File: src/rtl/interrupt_cause_unit_pkg.sv
// Shared interrupt definitions: cause indices, the repeat mask and the FSM encoding.
package interrupt_cause_unit_pkg;

    // Positions of each cause in the cause vector ca / mca
    localparam int CA_RESET    = 0;
    localparam int CA_ILL      = 1;
    localparam int CA_MAL      = 2;
    localparam int CA_PFF      = 3;
    localparam int CA_PFLS     = 4;
    localparam int CA_SYS      = 5;
    localparam int CA_OVF      = 6;
    localparam int CA_EXT_BASE = 7;

    // Causes that force the faulting instruction to be repeated (page faults)
    localparam logic [6:0] REPEAT_MASK = 7'b001_1000;

    // Controller states
    localparam logic [1:0] ST_RST_IRQ = 2'd0;
    localparam logic [1:0] ST_IDLE    = 2'd1;
    localparam logic [1:0] ST_FLUSH   = 2'd2;

    // True when the isolated lowest-priority-index cause is a repeat cause
    function automatic logic is_repeat(input logic [6:0] low_onehot);
        return |(low_onehot & REPEAT_MASK);
    endfunction

endpackage

File: src/rtl/interrupt_cause_unit_if.sv
// Cause inputs and jisr/mca/rpt/ext_ack outputs of the interrupt cause unit.
interface interrupt_cause_unit_if #(
    parameter int N_EXT = 16
);
    logic             commit;
    logic             c_ill;
    logic             c_mal;
    logic             c_pff;
    logic             c_pfls;
    logic             c_sys;
    logic             c_ovf;
    logic [N_EXT-1:0] ext_irq;
    logic [31:0]      sr;
    logic             jisr;
    logic [6+N_EXT:0] mca;
    logic             rpt;
    logic [N_EXT-1:0] ext_ack;

    // Pipeline side that supplies causes and consumes the jump request
    modport master (
        output commit, c_ill, c_mal, c_pff, c_pfls, c_sys, c_ovf, ext_irq, sr,
        input  jisr, mca, rpt, ext_ack
    );

    // The cause unit itself
    modport slave (
        input  commit, c_ill, c_mal, c_pff, c_pfls, c_sys, c_ovf, ext_irq, sr,
        output jisr, mca, rpt, ext_ack
    );
endinterface

File: src/rtl/interrupt_cause_unit_irq_sync_edge.sv
// Multi-flop synchroniser for one asynchronous request line plus rising-edge detect.
module irq_sync_edge #(
    parameter int SYNC_STAGES = 2
) (
    input  logic clk,
    input  logic reset,
    input  logic async_i,
    output logic rise_o
);
    logic [SYNC_STAGES-1:0] sync_q;
    logic                   prev_q;

    // Shift the raw line through the synchroniser and remember the last synced value
    always_ff @(posedge clk or posedge reset) begin
        if (reset) begin
            sync_q <= '0;
            prev_q <= 1'b0;
        end else begin
            sync_q <= {sync_q[SYNC_STAGES-2:0], async_i};
            prev_q <= sync_q[SYNC_STAGES-1];
        end
    end

    assign rise_o = sync_q[SYNC_STAGES-1] & ~prev_q;
endmodule

File: src/rtl/interrupt_cause_unit.sv
// Interrupt cause unit: gathers internal and external causes, masks them with sr and
// issues a registered one-cycle jisr pulse with mca/rpt/ext_ack, followed by a flush gap.
module interrupt_cause_unit
    import interrupt_cause_unit_pkg::*;
#(
    parameter int N_EXT        = 16,
    parameter int SYNC_STAGES  = 2,
    parameter int FLUSH_CYCLES = 2
) (
    input logic                  clk,
    input logic                  reset,
    interrupt_cause_unit_if.slave bus
);
    localparam int CW    = CA_EXT_BASE + N_EXT;
    localparam int CNT_W = $clog2(FLUSH_CYCLES + 1);

    logic [N_EXT-1:0] ext_edge;
    logic [N_EXT-1:0] pend_q, pend_d;
    logic [1:0]       state_q, state_d;
    logic [CNT_W-1:0] cnt_q, cnt_d;
    logic             jisr_q, jisr_d;
    logic [CW-1:0]    mca_q, mca_d;
    logic             rpt_q, rpt_d;
    logic [N_EXT-1:0] ack_q, ack_d;

    logic [6:0]       ca_int;
    logic [CW-1:0]    ca_mask;
    logic [CW-1:0]    mca_n;
    logic [CW-1:0]    low_onehot;
    logic             rpt_n;
    logic             fire;

    generate
        for (genvar gi = 0; gi < N_EXT; gi++) begin : g_ext
            irq_sync_edge #(
                .SYNC_STAGES(SYNC_STAGES)
            ) u_sync_edge (
                .clk    (clk),
                .reset  (reset),
                .async_i(bus.ext_irq[gi]),
                .rise_o (ext_edge[gi])
            );
        end
        if (CA_EXT_BASE + N_EXT < 32) begin : g_sr_hi
            logic unused_sr;
            assign unused_sr = ^{bus.sr[31:CA_EXT_BASE+N_EXT], bus.sr[CA_OVF-1:0]};
        end else begin : g_sr_lo
            logic unused_sr;
            assign unused_sr = ^bus.sr[CA_OVF-1:0];
        end
    endgenerate

    // Internal causes exist only on a commit boundary; bit 0 (reset) comes from the FSM
    assign ca_int  = bus.commit ? {bus.c_ovf, bus.c_sys, bus.c_pfls, bus.c_pff,
                                   bus.c_mal, bus.c_ill, 1'b0}
                                : 7'b0;
    assign ca_mask = {bus.sr[CA_OVF+N_EXT:CA_OVF], {CA_OVF{1'b1}}};
    assign mca_n   = {pend_q, ca_int} & ca_mask;

    // Isolate the lowest set bit; only rpt depends on priority
    assign low_onehot = mca_n & (~mca_n + {{(CW-1){1'b0}}, 1'b1});
    assign rpt_n      = is_repeat(low_onehot[6:0]);
    assign fire       = (|mca_n) & (bus.commit | (|mca_n[CW-1:CA_EXT_BASE]));

    // Next-state and output decode; pending edges latch in every state, set beats ack
    always_comb begin
        state_d = state_q;
        cnt_d   = cnt_q;
        jisr_d  = 1'b0;
        mca_d   = '0;
        rpt_d   = 1'b0;
        ack_d   = '0;
        case (state_q)
            ST_RST_IRQ: begin
                jisr_d  = 1'b1;
                mca_d   = {{(CW-1){1'b0}}, 1'b1};
                state_d = ST_FLUSH;
                cnt_d   = '0;
            end
            ST_IDLE: begin
                if (fire) begin
                    jisr_d  = 1'b1;
                    mca_d   = mca_n;
                    rpt_d   = rpt_n;
                    ack_d   = mca_n[CW-1:CA_EXT_BASE];
                    state_d = ST_FLUSH;
                    cnt_d   = '0;
                end
            end
            ST_FLUSH: begin
                if (cnt_q == CNT_W'(FLUSH_CYCLES - 1)) begin
                    state_d = ST_IDLE;
                end else begin
                    cnt_d = cnt_q + 1'b1;
                end
            end
            default: state_d = ST_IDLE;
        endcase
        pend_d = (pend_q & ~ack_d) | ext_edge;
    end

    // Register FSM, pending bits and all outputs
    always_ff @(posedge clk or posedge reset) begin
        if (reset) begin
            state_q <= ST_RST_IRQ;
            cnt_q   <= '0;
            pend_q  <= '0;
            jisr_q  <= 1'b0;
            mca_q   <= '0;
            rpt_q   <= 1'b0;
            ack_q   <= '0;
        end else begin
            state_q <= state_d;
            cnt_q   <= cnt_d;
            pend_q  <= pend_d;
            jisr_q  <= jisr_d;
            mca_q   <= mca_d;
            rpt_q   <= rpt_d;
            ack_q   <= ack_d;
        end
    end

    assign bus.jisr    = jisr_q;
    assign bus.mca     = mca_q;
    assign bus.rpt     = rpt_q;
    assign bus.ext_ack = ack_q;
endmodule
File: src/flat_wrapper.sv
// flat-port wrapper written by rule: the top's interface ports become plain ports
module interrupt_cause_unit_flat import interrupt_cause_unit_pkg::*;
#(
    parameter int N_EXT        = 16,
    parameter int SYNC_STAGES  = 2,
    parameter int FLUSH_CYCLES = 2
)
  (clk, reset, bus_commit, bus_c_ill, bus_c_mal, bus_c_pff, bus_c_pfls, bus_c_sys, bus_c_ovf, bus_ext_irq, bus_sr, bus_jisr, bus_mca, bus_rpt, bus_ext_ack);
  interrupt_cause_unit_if #(.N_EXT(N_EXT)) bus_i ();
  input logic clk;
  input logic reset;
  input wire logic [$bits(bus_i.commit)-1:0] bus_commit;
  input wire logic [$bits(bus_i.c_ill)-1:0] bus_c_ill;
  input wire logic [$bits(bus_i.c_mal)-1:0] bus_c_mal;
  input wire logic [$bits(bus_i.c_pff)-1:0] bus_c_pff;
  input wire logic [$bits(bus_i.c_pfls)-1:0] bus_c_pfls;
  input wire logic [$bits(bus_i.c_sys)-1:0] bus_c_sys;
  input wire logic [$bits(bus_i.c_ovf)-1:0] bus_c_ovf;
  input wire logic [$bits(bus_i.ext_irq)-1:0] bus_ext_irq;
  input wire logic [$bits(bus_i.sr)-1:0] bus_sr;
  output wire logic [$bits(bus_i.jisr)-1:0] bus_jisr;
  output wire logic [$bits(bus_i.mca)-1:0] bus_mca;
  output wire logic [$bits(bus_i.rpt)-1:0] bus_rpt;
  output wire logic [$bits(bus_i.ext_ack)-1:0] bus_ext_ack;
  assign bus_i.commit = bus_commit;
  assign bus_i.c_ill = bus_c_ill;
  assign bus_i.c_mal = bus_c_mal;
  assign bus_i.c_pff = bus_c_pff;
  assign bus_i.c_pfls = bus_c_pfls;
  assign bus_i.c_sys = bus_c_sys;
  assign bus_i.c_ovf = bus_c_ovf;
  assign bus_i.ext_irq = bus_ext_irq;
  assign bus_i.sr = bus_sr;
  assign bus_jisr = bus_i.jisr;
  assign bus_mca = bus_i.mca;
  assign bus_rpt = bus_i.rpt;
  assign bus_ext_ack = bus_i.ext_ack;
  interrupt_cause_unit #(.N_EXT(N_EXT), .SYNC_STAGES(SYNC_STAGES), .FLUSH_CYCLES(FLUSH_CYCLES)) u_core (.clk(clk), .reset(reset), .bus(bus_i));
endmodule
File: config.mk
export PLATFORM = sky130hd
export DESIGN_NAME = interrupt_cause_unit_flat
export DESIGN_NICKNAME = d
export VERILOG_FILES = /design/src/rtl/interrupt_cause_unit_pkg.sv /design/src/rtl/interrupt_cause_unit_if.sv /design/src/rtl/interrupt_cause_unit_irq_sync_edge.sv /design/src/rtl/interrupt_cause_unit.sv /design/src/flat_wrapper.sv
export SDC_FILE = /design/constraint.sdc
export NUM_CORES = 1
export LEC_CHECK = 0
export CORE_AREA = 10 10 96 115
export DETAILED_ROUTE_END_ITERATION = 12
export DIE_AREA = 0 0 106 125
export GPL_TIMING_DRIVEN = 0
export PLACE_DENSITY = 0.81
export SYNTH_ARGS = -nofsm -noshare
export SYNTH_HDL_FRONTEND = slang
export SYNTH_HIERARCHICAL = 1
export SYNTH_SLANG_ARGS = --single-unit
File: constraint.sdc
create_clock -name clk -period 2.67 [get_ports clk]
set_input_delay 0.4005 -clock clk [delete_from_list [all_inputs] [get_ports clk]]
set_output_delay 0.4005 -clock clk [all_outputs]
set_load 0.1 [all_outputs]
; Yosys cells after proc, flatten, opt, wreduce, memory -nomap -nowiden
; Cells that the tools add are included.
[op_classes]
addsub = 2
eq_ne = 6
muxes = 15
n_bitwise = 40
n_reduce_logical = 7
[ops]
columns = operator, count
row1 = case mux 23 bit (2 select lines), 1
row2 = 2-to-1 mux 16 bit, 2
row3 = AND 23 bit, 1
row4 = 2-to-1 mux 23 bit, 1
row5 = OR reduction 23 bit, 1
row6 = AND 1 bit, 17
row7 = AND 16 bit, 1
row8 = NOT 1 bit, 16
row9 = NOT 16 bit, 1
row10 = bitwise OR 16 bit, 1
row11 = OR reduction 16 bit, 1
row12 = case mux 2 bit (3 select lines), 2
row13 = 2-to-1 mux 2 bit, 4
row14 = 2-to-1 mux 7 bit, 1
row15 = "adder 5 x 1 -> 5 bit, second input constant", 1
row16 = AND 5 bit, 1
row17 = NOT 5 bit, 1
row18 = "equality test 2 x 1 -> 1 bit, second input constant", 2
row19 = "inequality test 2 x 1 -> 1 bit, second input constant", 2
row20 = 2-to-1 mux 1 bit, 3
row21 = AND reduction 3 bit, 1
row22 = nonzero test 3 bit, 1
row23 = "adder 2 x 1 -> 2 bit, second input constant", 1
row24 = "equality test 2 bit, second input constant", 1
row25 = 6 further kinds, 6
[totals]
ff_bits = 109
in_bits = 57
output_inout_bits = 41
wordCells = 109

; Longest topological paths before layout
; Gate-level depths: netlist of the first run.
[logic_depth]
ltp_word = 10
ltp_mapped = 6
mapped_depth_nobuf = 6

; Hierarchy
; The synthesis of the first run kept the hierarchy.
[modules_own_cells]
columns = mod, n_inst, cells_per_inst, area_each_um2, seq_area_each_um2
row1 = interrupt_cause_unit, 1, 217, 2386.0, 1526.5
row2 = irq_sync_edge, 16, 5, 92.6, 75.1

; Least setup slack after synthesis of the first run
; No wires, ideal clock.
[synth_path]
kind = input to register
from = in bus_sr[6]
to = reg u_core.state_q[0]
setup_ps = 66
t_arrival_ps = 1502
required_time_ps = 2604
path_slack_ps = 1103
cell_stages = 4
path_buffers = 0
cell_sequence = a211o_1 o41ai_4 and3_1 a32o_2
[synth_via]
elab_chain_cells = 5
[synth_lines]
columns = element, line
row1 = start: declaration, flat_wrapper.sv:20  ; input wire logic [$bits(bus_i.sr)-1:0] bus_sr;
row2 = AND 23 bit, interrupt_cause_unit.sv:58  ; assign mca_n = {pend_q, ca_int} & ca_mask;
row3 = OR reduction 23 bit, interrupt_cause_unit.sv:63  ; assign fire = (|mca_n) & (bus.commit | (|mca_n[CW-1:CA_EXT_BASE]));
row4 = AND 1 bit, interrupt_cause_unit.sv:63
row5 = inequality test 2 x 1 -> 1 bit (no line), -
row6 = AND reduction 2 bit (no line), -
row7 = end signal: assignment, interrupt_cause_unit.sv:113  ; state_q <= state_d;
row8 = end: declaration, interrupt_cause_unit.sv:19  ; logic [1:0] state_q, state_d;
; Every way passes these cells.
; A chain may end at the register's enable or synchronous reset.

; Worst setup path after layout of the first run
[layout_path]
from = reg u_core.ack_q[8], in the netlist u_core/bus.ext_ack[8]
to = out bus_ext_ack[8]
[layout_rtl]
columns = element, line
row1 = start: declaration, interrupt_cause_unit.sv:24  ; logic [N_EXT-1:0] ack_q, ack_d;
row2 = start signal: assignment, interrupt_cause_unit.sv:119  ; ack_q <= ack_d;
row3 = end: declaration, flat_wrapper.sv:24  ; output wire logic [$bits(bus_i.ext_ack)-1:0] bus_ext_ack;
; No word-level cell between the ends.

==> metrics.txt, run 1 <==
clk slew on worst S/H paths=around 0.09 ns; synthesized net count=355; Synth area leader=dfrtp_1; mux cell area share after synthesis=0%; die width=106 um; Top Ports=98; via count=2475; Highest Clock Rate=0.440 GHz; Initial Utilization=43.7%; Final Hold Fails=0; H-Tree Depth=3; Mapped Area=3870 um^2; pre-CTS WS=~0.39 ns; ANT cells=0; Total Power=4730 uW; predominant post-synthesis flop cell=dfrtp_1; Iter 0 DRT Violations=149; WHS Endpoint=u_core/g_ext[5].u_sync_edge/sync_q[1]; worst reg2reg path depth=4; Rows=38; Crit Path Max Fanout=1; DRT antenna net count=0; drt pass-1 iters=4; xor and xnor area share after synthesis=0.226%; Worst Hold Launch=u_core/g_ext[5].u_sync_edge/sync_q[0]; Fin Setup TNS=0 ns; final-report setup violation count=0; reg-to-reg critical path endpoint=u_core/cnt_q[1]; Worst Skew=0.00784 ns; CTS Buf Count=9; top cells by area in the synthesized netlist=dfrtp_1 (71%), nor2b_4 (5.7%), nor2_1 (4.1%), and3_1 (2.3%), a21oi_1 (2.1%); root buf cell=clkbuf_8; post-CTS setup buffers=0; vias per cell=4.80; Yosys Warn Count=6; Critical Path RT=2.27 ns; CTS tree=built; CP bufs+invs=1; Post-Layout Inst Area=5100 um^2; vias in the first global route=~2600; Netlist cell types=32; Crit path arrival time=1.87 ns; async set-reset flop share out of synthesis=100%; Worst slew margin=32.2%; CP cell instances=clkdlybuf4s50_1; outcome=finished clean; type of the worst setup path=reg -> out; post-synthesis simple-gate area fraction=19.7%; worst reg2reg startpoint=u_core/pend_q[0]; Hold Path Class=reg -> reg; first-pass GRT wire length=approximately 14000 um; leading cell type by number of instances after synthesis=dfrtp_1; initial antenna violation count=0; DRC violations left=0; pwr/cell area=927 nW/um^2; post-synthesis register bit count=109; Leak=approximately 0.0023 uW; largest family of logic cells by synthesized area=simple AND/OR/NAND/NOR gates; fraction of the mapped netlist area in compound gates=6.37%; maxcap violations=0; critical path's top delay family=buffers and inverters; Avg Inst Size Synth=13.0 um^2; GP Congestion=0.798; Core Box Area=8840 um^2; Clock Latency Late Sink=0.36 ns; hold buffer count at CTS=0; reg-to-reg setup timing slack=0.86 ns; Critical Path Start Type=flip-flop; Post-synth EDFFs=0; critical path's slowest cell=clkdlybuf4s50_1; register area share after synthesis=70.5%; Die Y=125 um; max incr delay on CP=1.15 ns; port bufs=82; CP endpoint kind=output port; HPWL after DPL=6190 um; full die area=13300 um^2; layout cells sized above 1=10.4%; slew at the pin closest to its max-slew limit=1.01 ns; setup slack after layout=0.396 ns; drt total wl=8180 um; largest net degree at the start of global routing=43; post-CTS sizing=0; Max Slew Vio Count=0; peak supply drop=0.465 mV; Adder-Cell Fraction of Synth Area=0.324%; post-layout net count=449; placed cell area=approximately 5000 um^2; RSZ-0062 raised after global routing=no; worst hold stages=0; fill count=740; P&R area growth vs syn=31.8%; share of the synthesized area in the top cell type=70.5%; Final period util=85.2%; TritonCTS Sinks=roughly 110; top cells by count, synth=dfrtp_1 (109), nor2_1 (42), inv_1 (18); Gate Count Post-Synth=297; grt total ovfl=0; post-route minimum period=2.27 ns; GRT Resource Usage Total=12.8%; CTS max path bufs=2; detailed-route wire length per cell=15.9 um
## worst register-to-register path, cell delays in order, from the launching register on
cell and delay [ns]:
dfrtp_1 0.41, a22o_1 0.24, a221oi_2 0.58, nand3_1 0.24
o31ai_2 0.25
## where the power goes
| group | switching (uW) | internal [uW] | leakage, uW | total (uW) |
|---|---|---|---|---|
| clock network | 531 | 623 | 0.000116 | 1150 |
| registers | 133 | 1900 | 0.00133 | 2030 |
| logic | 1110 | 434 | 0.000887 | 1540 |
| total | 1770 | 2960 | 0.00234 | 4730 |
## layer usage
layer	track usage, %	part of all wire, %
met2	21.2	51
met5	0	0
met3	3.60	5.9
met4	5.91	1.6
met1	15.1	41
## cell families after synthesis
logic type / after synthesis
simple gates: 123
xor+xnor: 1
flops: 109
compound gates: 35
buf+inv: 28
fa+ha+maj: 1
## stage by stage
step	util (%)	hold WS (ns)	std cells
4_1_cts	57.6	0.356	516
5_1_grt	57.6	0.363	516
2_1_floorplan	-	0.154	297
3_3_place_gp	54.7	0.331	499
3_5_place_dp	54.9	0.335	500
6_report	57.6	0.353	516
## worst max-delay path by stage
stage                     slack [ns]             startpoint               endpoint  cells past startpoint
after floorplan                 0.76                  reset  u_core/bus.ext_ack[0]                      1
after global placement         -0.81                  reset     u_core/bus.mca[20]                      2
after detailed placement        0.39              bus_c_ill        u_core/cnt_q[1]                      5
after CTS                       0.37  u_core/bus.ext_ack[8]         bus_ext_ack[8]                      1
after global routing            0.33      u_core/bus.mca[4]             bus_mca[4]                      1
final                           0.40  u_core/bus.ext_ack[8]         bus_ext_ack[8]                      1
## flip-flops by register name, indices dropped and copies added (netlist names)
signal / cells
u_core/g_ext.u_sync_edge/sync_q: 32
u_core/bus.mca: 23
u_core/cnt_q: 2
u_core/pend_q: 16
u_core/g_ext.u_sync_edge/prev_q: 16
u_core/state_q: 2
u_core/bus.jisr: 1
u_core/bus.rpt: 1
u_core/bus.ext_ack: 16
## layout make-up
type                    count  area [um^2]  area share, %
flip-flops and latches    109         2730           53.5
multi-input cells         160         1030           20.2
repair buffers             83          841           16.5
well taps                 120          150           2.95
clock buffers              10          128           2.50
clock inverters             6          111           2.18
inverters                  18         67.6           1.33
plain buffers              10         41.3          0.810
## placed cells by master (no fill, tap or decap), types with 2 or more instances in the layout
cell type,n
and3_1,14
dfrtp_1,109
inv_1,17
nor2_1,42
a21oi_1,16
nand2_1,16
a31oi_1,9
bufinv_16,3
o21ai_0,2
nand3b_1,8
nor2b_4,16
clkbuf_8,9
clkbuf_1,8
and4_1,4
nor3b_1,8
buf_2,3
clkdlybuf4s50_1,82
nor3_1,8
Power figures use the tool's default switching activity.
==> run 2, diff against run 1 <==
- CELL_PAD_IN_SITES_DETAIL_PLACEMENT: not set -> 1
- CELL_PAD_IN_SITES_GLOBAL_PLACEMENT: not set -> 1
- CORE_AREA: 10 10 96 115 -> 10 10 99 119
- DIE_AREA: 0 0 106 125 -> 0 0 109 129
- PLACE_DENSITY: 0.81 -> 0.91
==> run 2 against run 1 <==
Compared with the run above:
- global-route usage grew 1.8 points
- clock skew grew 0.0013 ns
- wire length up 20%
- utilization is 2.7 points lower
- design area rose by 1.5%
- sequential share of layout area is 0.79 points lower
- non-clock buffer count did not move
- hold slack worse by 0.0047 ns
- critical path depth stayed put
==> metrics.txt, run 2 (synthesis gave the netlist of run 1 again) <==
Rows=39 (+2.6%); vias in the first global route=2924 (+13%); H-Tree Depth=3 (unchanged); most common cell after layout, fill and taps aside=dfrtp_1; type of the worst setup path=reg -> out; slew at the pin closest to its max-slew limit=1.01 ns (+0.000107 ns); HPWL after DPL=7460 um (+21%); port bufs=82 (unchanged); max FFs per register=32 (unchanged); Worst slew margin=32.2% (about the same); Finished Layout Cells=519 (+0.58%); Post-Layout Inst Area=5170 um^2 (+1.5%); Crit Path Max Fanout=1 (unchanged); CP endpoint kind=output port; grt total ovfl=0 (unchanged); ANT cells=0 (unchanged); maxcap violations=0 (unchanged); Largest Register=u_core/g_ext.u_sync_edge/sync_q; GRT Resource Usage Total=14.6% (+1.8 points); CTS tree=built; Max Slew Vio Count=0 (unchanged); Hold Path Class=reg -> reg; die width=109 um (+2.8%); post-CTS setup buffers=0 (unchanged); fill count=942 (+27%); via count=2556 (+3.3%); TritonCTS Sinks=109 (unchanged); Switching Power=1880 uW (+6.2%); peak supply drop=0.432 mV (-7.1%); Fin Setup TNS=0 ns (unchanged); CTS max path bufs=2 (unchanged); Leak=0.00237 uW (+1.3%); CP bufs+invs=1 (unchanged); GP Congestion=0.808 (+1.3%); Final period util=84.8% (-0.39 points); Final Hold Fails=0 (unchanged); most frequent cells in the layout=dfrtp_1 (109), clkdlybuf4s50_1 (82), nor2_1 (42); initial antenna violation count=0 (unchanged); drt pass-1 iters=4 (unchanged); detailed-route wire length per cell=19.0 um (+20%); Crit path arrival time=1.86 ns (about the same); Clock power frac=27.3% (+2.9 points); layout cells sized above 1=10.6% (+0.25 points); post-route minimum period=2.26 ns (-0.0104 ns); max incr delay on CP=1.15 ns (about the same); placed cells=503 (+0.60%); CP cell instances=clkdlybuf4s50_1; root buf cell=clkbuf_16; post-CTS sizing=0 (unchanged); outcome=finished clean; Iter 0 DRT Violations=87 (-42%); RSZ-0062 raised after global routing=no; pwr/cell area=966 nW/um^2 (+4.1%); P&R area growth vs syn=33.8%; largest net degree at the start of global routing=38 (-12%); DRT antenna net count=0 (unchanged); vias per cell=4.92 (+2.7%); DRC violations left=0 (unchanged); clk slew on worst S/H paths=0.07 ns (-0.02 ns); final-report setup violation count=0 (unchanged); Initial Utilization=41.1% (-2.7 points); post-layout net count=449 (unchanged); critical path's top delay family=buffers and inverters; Critical Path Start Type=flip-flop; Critical Path RT=2.27 ns (about the same); Sw Share=37.7% (+0.18 points); first-pass GRT wire length=15600 um (+15%); Int Pwr=3110 uW (+5.4%); Top Ports=98 (unchanged); Clock Latency Late Sink=0.35 ns (about the same); Seq pwr share=40.9% (-2.1 points); CTS Buf Count=9 (unchanged); Highest Clock Rate=0.442 GHz (+0.46%); drt total wl=9850 um (+20%); Core Box Area=9420 um^2 (+6.5%); Worst Skew=0.00916 ns (+0.00132 ns); Comb power frac=31.8% (-0.8 points); pre-CTS WS=0.402 ns (+0.00725 ns); hold buffer count at CTS=0 (unchanged); critical path's slowest cell=clkdlybuf4s50_1; setup slack after layout=0.407 ns (+0.0104 ns); full die area=14100 um^2 (+6.1%); Die Y=129 um (+3.2%); placed cell area=4860 um^2 (about the same)
run 2: worst reg2reg max path: stages (launching register included):
cell and delay [ns]:
dfrtp_1 0.40, a22o_1 0.25, a221oi_2 0.61, nand3_1 0.23, o31ai_2 0.26
run 2: path summary, 6_finish.rpt:
check | slack [ns] | cells past startpoint | to | startpoint
hold reg to reg | 0.35 | 0 | u_core/g_ext[12].u_sync_edge/sync_q[1] | u_core/g_ext[12].u_sync_edge/sync_q[0]
setup reg to reg | 0.83 | 4 | u_core/cnt_q[1] | u_core/pend_q[0]
min in group asynchronous | 0.72 | 2 | u_core/g_ext[7].u_sync_edge/prev_q | reset
hold / removal | 0.35 | 0 | u_core/g_ext[12].u_sync_edge/sync_q[1] | u_core/g_ext[12].u_sync_edge/sync_q[0]
max in group asynchronous | 1.10 | 3 | u_core/bus.ext_ack[14] | reset
setup / recovery | 0.41 | 1 | bus_ext_ack[12] | u_core/bus.ext_ack[12]
run 2: power groups by stage:
stage	registers, uW	clock network [uW]	logic [uW]
3_5_place_dp	2070	0	1590
2_1_floorplan	2710	0	469
3_3_place_gp	2050	0	1520
5_1_grt	2070	1470	1690
6_report	2040	1360	1590
4_1_cts	2040	1390	1600
run 2: final cells by class:
class	count	area [um^2]	area share [%]
Tap cell	123	154	2.97
Multi-Input combinational cell	160	1030	19.9
Sequential cell	109	2730	52.7
Inverter	18	67.6	1.31
Clock buffer	11	253	4.89
Buffer	10	41.3	0.798
Clock inverter	5	58.8	1.14
Timing Repair Buffer	83	841	16.3
run 2: layer usage:
metal	GRT usage [%]	share of wire, %	vias up
li1	-	-	1173
met5	0	0	-
met3	3.50	4.9	16
met4	7.85	2.8	0
met2	26.4	55	63
met1	15.2	37	1304
run 2: through the flow:
step / power, uW / util, % / hold WS (ns)
6_report: 5000 / 54.9 / 0.349
5_1_grt: 5220 / 54.9 / 0.366
4_1_cts: 5030 / 54.9 / 0.351
3_5_place_dp: 3660 / 51.6 / 0.336
3_3_place_gp: 3580 / 51.4 / 0.332
2_1_floorplan: 3180 / - / 0.154
==> run 3, diff against run 2 <==
- CORE_AREA: 10 10 99 119 -> 10 10 107 129
- DIE_AREA: 0 0 109 129 -> 0 0 117 139
- PLACE_DENSITY: 0.91 -> 0.83
- clock period: 2.67 -> 1.85 ns (I/O delays scaled with it)
==> run 3 against run 2 <==
Compared with the run above:
- sequential cell count stayed put
- utilization is 9.4 points lower
- design area is 0.63% lower
==> metrics.txt, run 3 (synthesis gave the netlist of run 1 again) <==
critical path's slowest cell=dlygate4sd2_1; ANT cells=0 (unchanged); Clock Latency Late Sink=0.36 ns (about the same); reg-to-reg setup timing slack=0.15 ns (-0.68 ns); Top Ports=98 (unchanged); detailed-route wire length per cell=18.0 um (-5.2%); GP Congestion=0.778 (-3.7%); vias in the first global route=2871 (-1.8%); Crit path arrival time=1.55 ns (-0.31 ns); Hold Path Class=reg -> reg; first-pass GRT wire length=15300 um (-2.3%); slew at the pin closest to its max-slew limit=0.990 ns (-0.0242 ns); full die area=16300 um^2 (+16%); worst reg2reg startpoint=u_core/pend_q[0]; vias per cell=4.77 (-3.2%); Highest Clock Rate=0.548 GHz; Critical Path Start Type=flip-flop; P&R area growth vs syn=32.9%; Worst Skew=0.00814 ns (-0.00102 ns); outcome=finished clean; Total Power=6960 uW (+39%); Max Slew Vio Count=0 (unchanged); grt total ovfl=0 (unchanged); reg-to-reg critical path endpoint=u_core/cnt_q[1]; layout cells sized above 1=12.8% (+2.2 points); Largest Register=u_core/g_ext.u_sync_edge/sync_q; drt pass-1 iters=4 (unchanged); DRT antenna net count=0 (unchanged); root buf cell=clkbuf_16; largest net degree at the start of global routing=33 (-13%); critical path's top delay family=buffers and inverters; most frequent cells in the layout=dfrtp_1 (109), nor2_1 (42), clkdlybuf4s50_1 (41); CP endpoint kind=output port; met3 usage=3.12% (-0.38 points); Final period util=98.6%; Leak=0.00253 uW (+6.8%); CTS max path bufs=2 (unchanged); Worst slew margin=34.3% (+2.1 points); Initial Utilization=34.2% (-6.8 points); post-route minimum period=around 1.8 ns; Fin Setup TNS=0 ns (unchanged); TritonCTS Sinks=109 (unchanged); type of the worst setup path=reg -> out; Final Hold Fails=0 (unchanged); hold buffer count at CTS=0 (unchanged); Die Y=139 um (+7.8%); initial antenna violation count=0 (unchanged); die width=117 um (+7.3%); Rows=43 (+10%); DRC violations left=0 (unchanged); Critical Path RT=1.57 ns (-0.70 ns); placed cells=515 (+2.4%); most common cell after layout, fill and taps aside=dfrtp_1; port bufs=82 (unchanged); Finished Layout Cells=534 (+2.9%); drt total wl=9610 um (-2.4%); CP bufs+invs=1 (unchanged); via count=2547 (-0.35%); Core Box Area=11300 um^2 (+20%); final-report setup violation count=0 (unchanged); max incr delay on CP=0.85 ns (-0.30 ns); Iter 0 DRT Violations=81 (-6.9%); GR peak layer=met2; Crit Path Max Fanout=1 (unchanged); CTS Buf Count=9 (unchanged); WHS Endpoint=u_core/g_ext[0].u_sync_edge/sync_q[1]; max FFs per register=32 (unchanged); peak supply drop=0.488 mV (+13%); pwr/cell area=1350 nW/um^2 (+40%); Worst Hold Launch=u_core/g_ext[0].u_sync_edge/sync_q[0]; M1 GR Usage=13.3% (-1.9 points); grt met2 use=21.0% (-5.4 points); HPWL after DPL=7180 um (-3.8%); CP cell instances=dlygate4sd2_1; clk slew on worst S/H paths=0.07 ns (about the same); maxcap violations=0 (unchanged); GRT Resource Usage Total=12.2% (-2.4 points); worst hold stages=0 (unchanged); worst reg2reg path depth=4 (unchanged); post-layout net count=452 (+0.67%); H-Tree Depth=3 (unchanged); CTS tree=built
run 3: cell count changes in the layout (fill, tap and decap cells not counted), sizes merged:
cell | previous run | this run
buf | 4 | 7
bufinv | 1 | 0
clkbuf | 18 | 20
clkdlybuf4s15 | 0 | 8
clkdlybuf4s50 | 82 | 41
clkinv | 2 | 4
dlygate4sd2 | 0 | 30
run 3: stage by stage:
stage	worst slack, ns	util (%)	cell area [um^2]	hold slack [ns]
2_1_floorplan	0.0595	-	3870	0.0311
3_3_place_gp	-1.55	43.0	4860	0.332
3_5_place_dp	-0.330	43.2	4880	0.336
5_1_grt	-0.00743	45.5	5140	0.344
4_1_cts	0.00298	45.2	5110	0.349
6_report	0.0263	45.5	5140	0.348
run 3: power breakdown:
group          total [uW]  switching (uW)  leakage (uW)  internal (uW)
combinational        2210            1660       0.00106            550
clock                1800             860      0.000134            944
sequential           2940             201       0.00133           2740
run 3: how the worst max path moves through the flow:
stage | startpoint | end | slack (ns) | cells after the start
after detailed placement | bus_c_ill | u_core/cnt_q[1] | -0.33 | 5
after global placement | reset | u_core/bus.mca[12] | -1.55 | 2
final | u_core/bus.mca[9] | bus_mca[9] | 0.03 | 1
after global routing | u_core/bus.jisr | bus_jisr | -0.007 | 1
after CTS | u_core/bus.mca[15] | bus_mca[15] | 0.003 | 1
after floorplan | reset | u_core/bus.ext_ack[0] | 0.06 | 1
run 3: final cells by class:
cell class / count / area, um^2
inverter: 18 / 67.6
tap: 135 / 169
clock inverter: 6 / 38.8
multi-input combinational: 160 / 1040
clock buffer: 10 / 239
sequential: 109 / 2730
timing repair buffer: 86 / 811
fill: 1219 / 6160
buffer: 10 / 43.8
run 3: layer usage:
metal	up-vias	part of all wire (%)
met1	1293	38
met4	0	2.7
li1	1181	-
met3	16	6.1
met2	57	53
met5	-	0
run 3: repair_timing:
action | CTS | global route
setup buffers | 0 | 3
gates resized for setup | 44 | 17
endpoints found under the setup margin | 41 | 28
pin swaps | 0 | 1
run 3: worst register-to-register path, cell delays in order, from the launching register on:
cell and delay (ns):
dfrtp_1 0.40, a22o_1 0.27, a221oi_4 0.44, nand3_1 0.22
o31ai_2 0.28
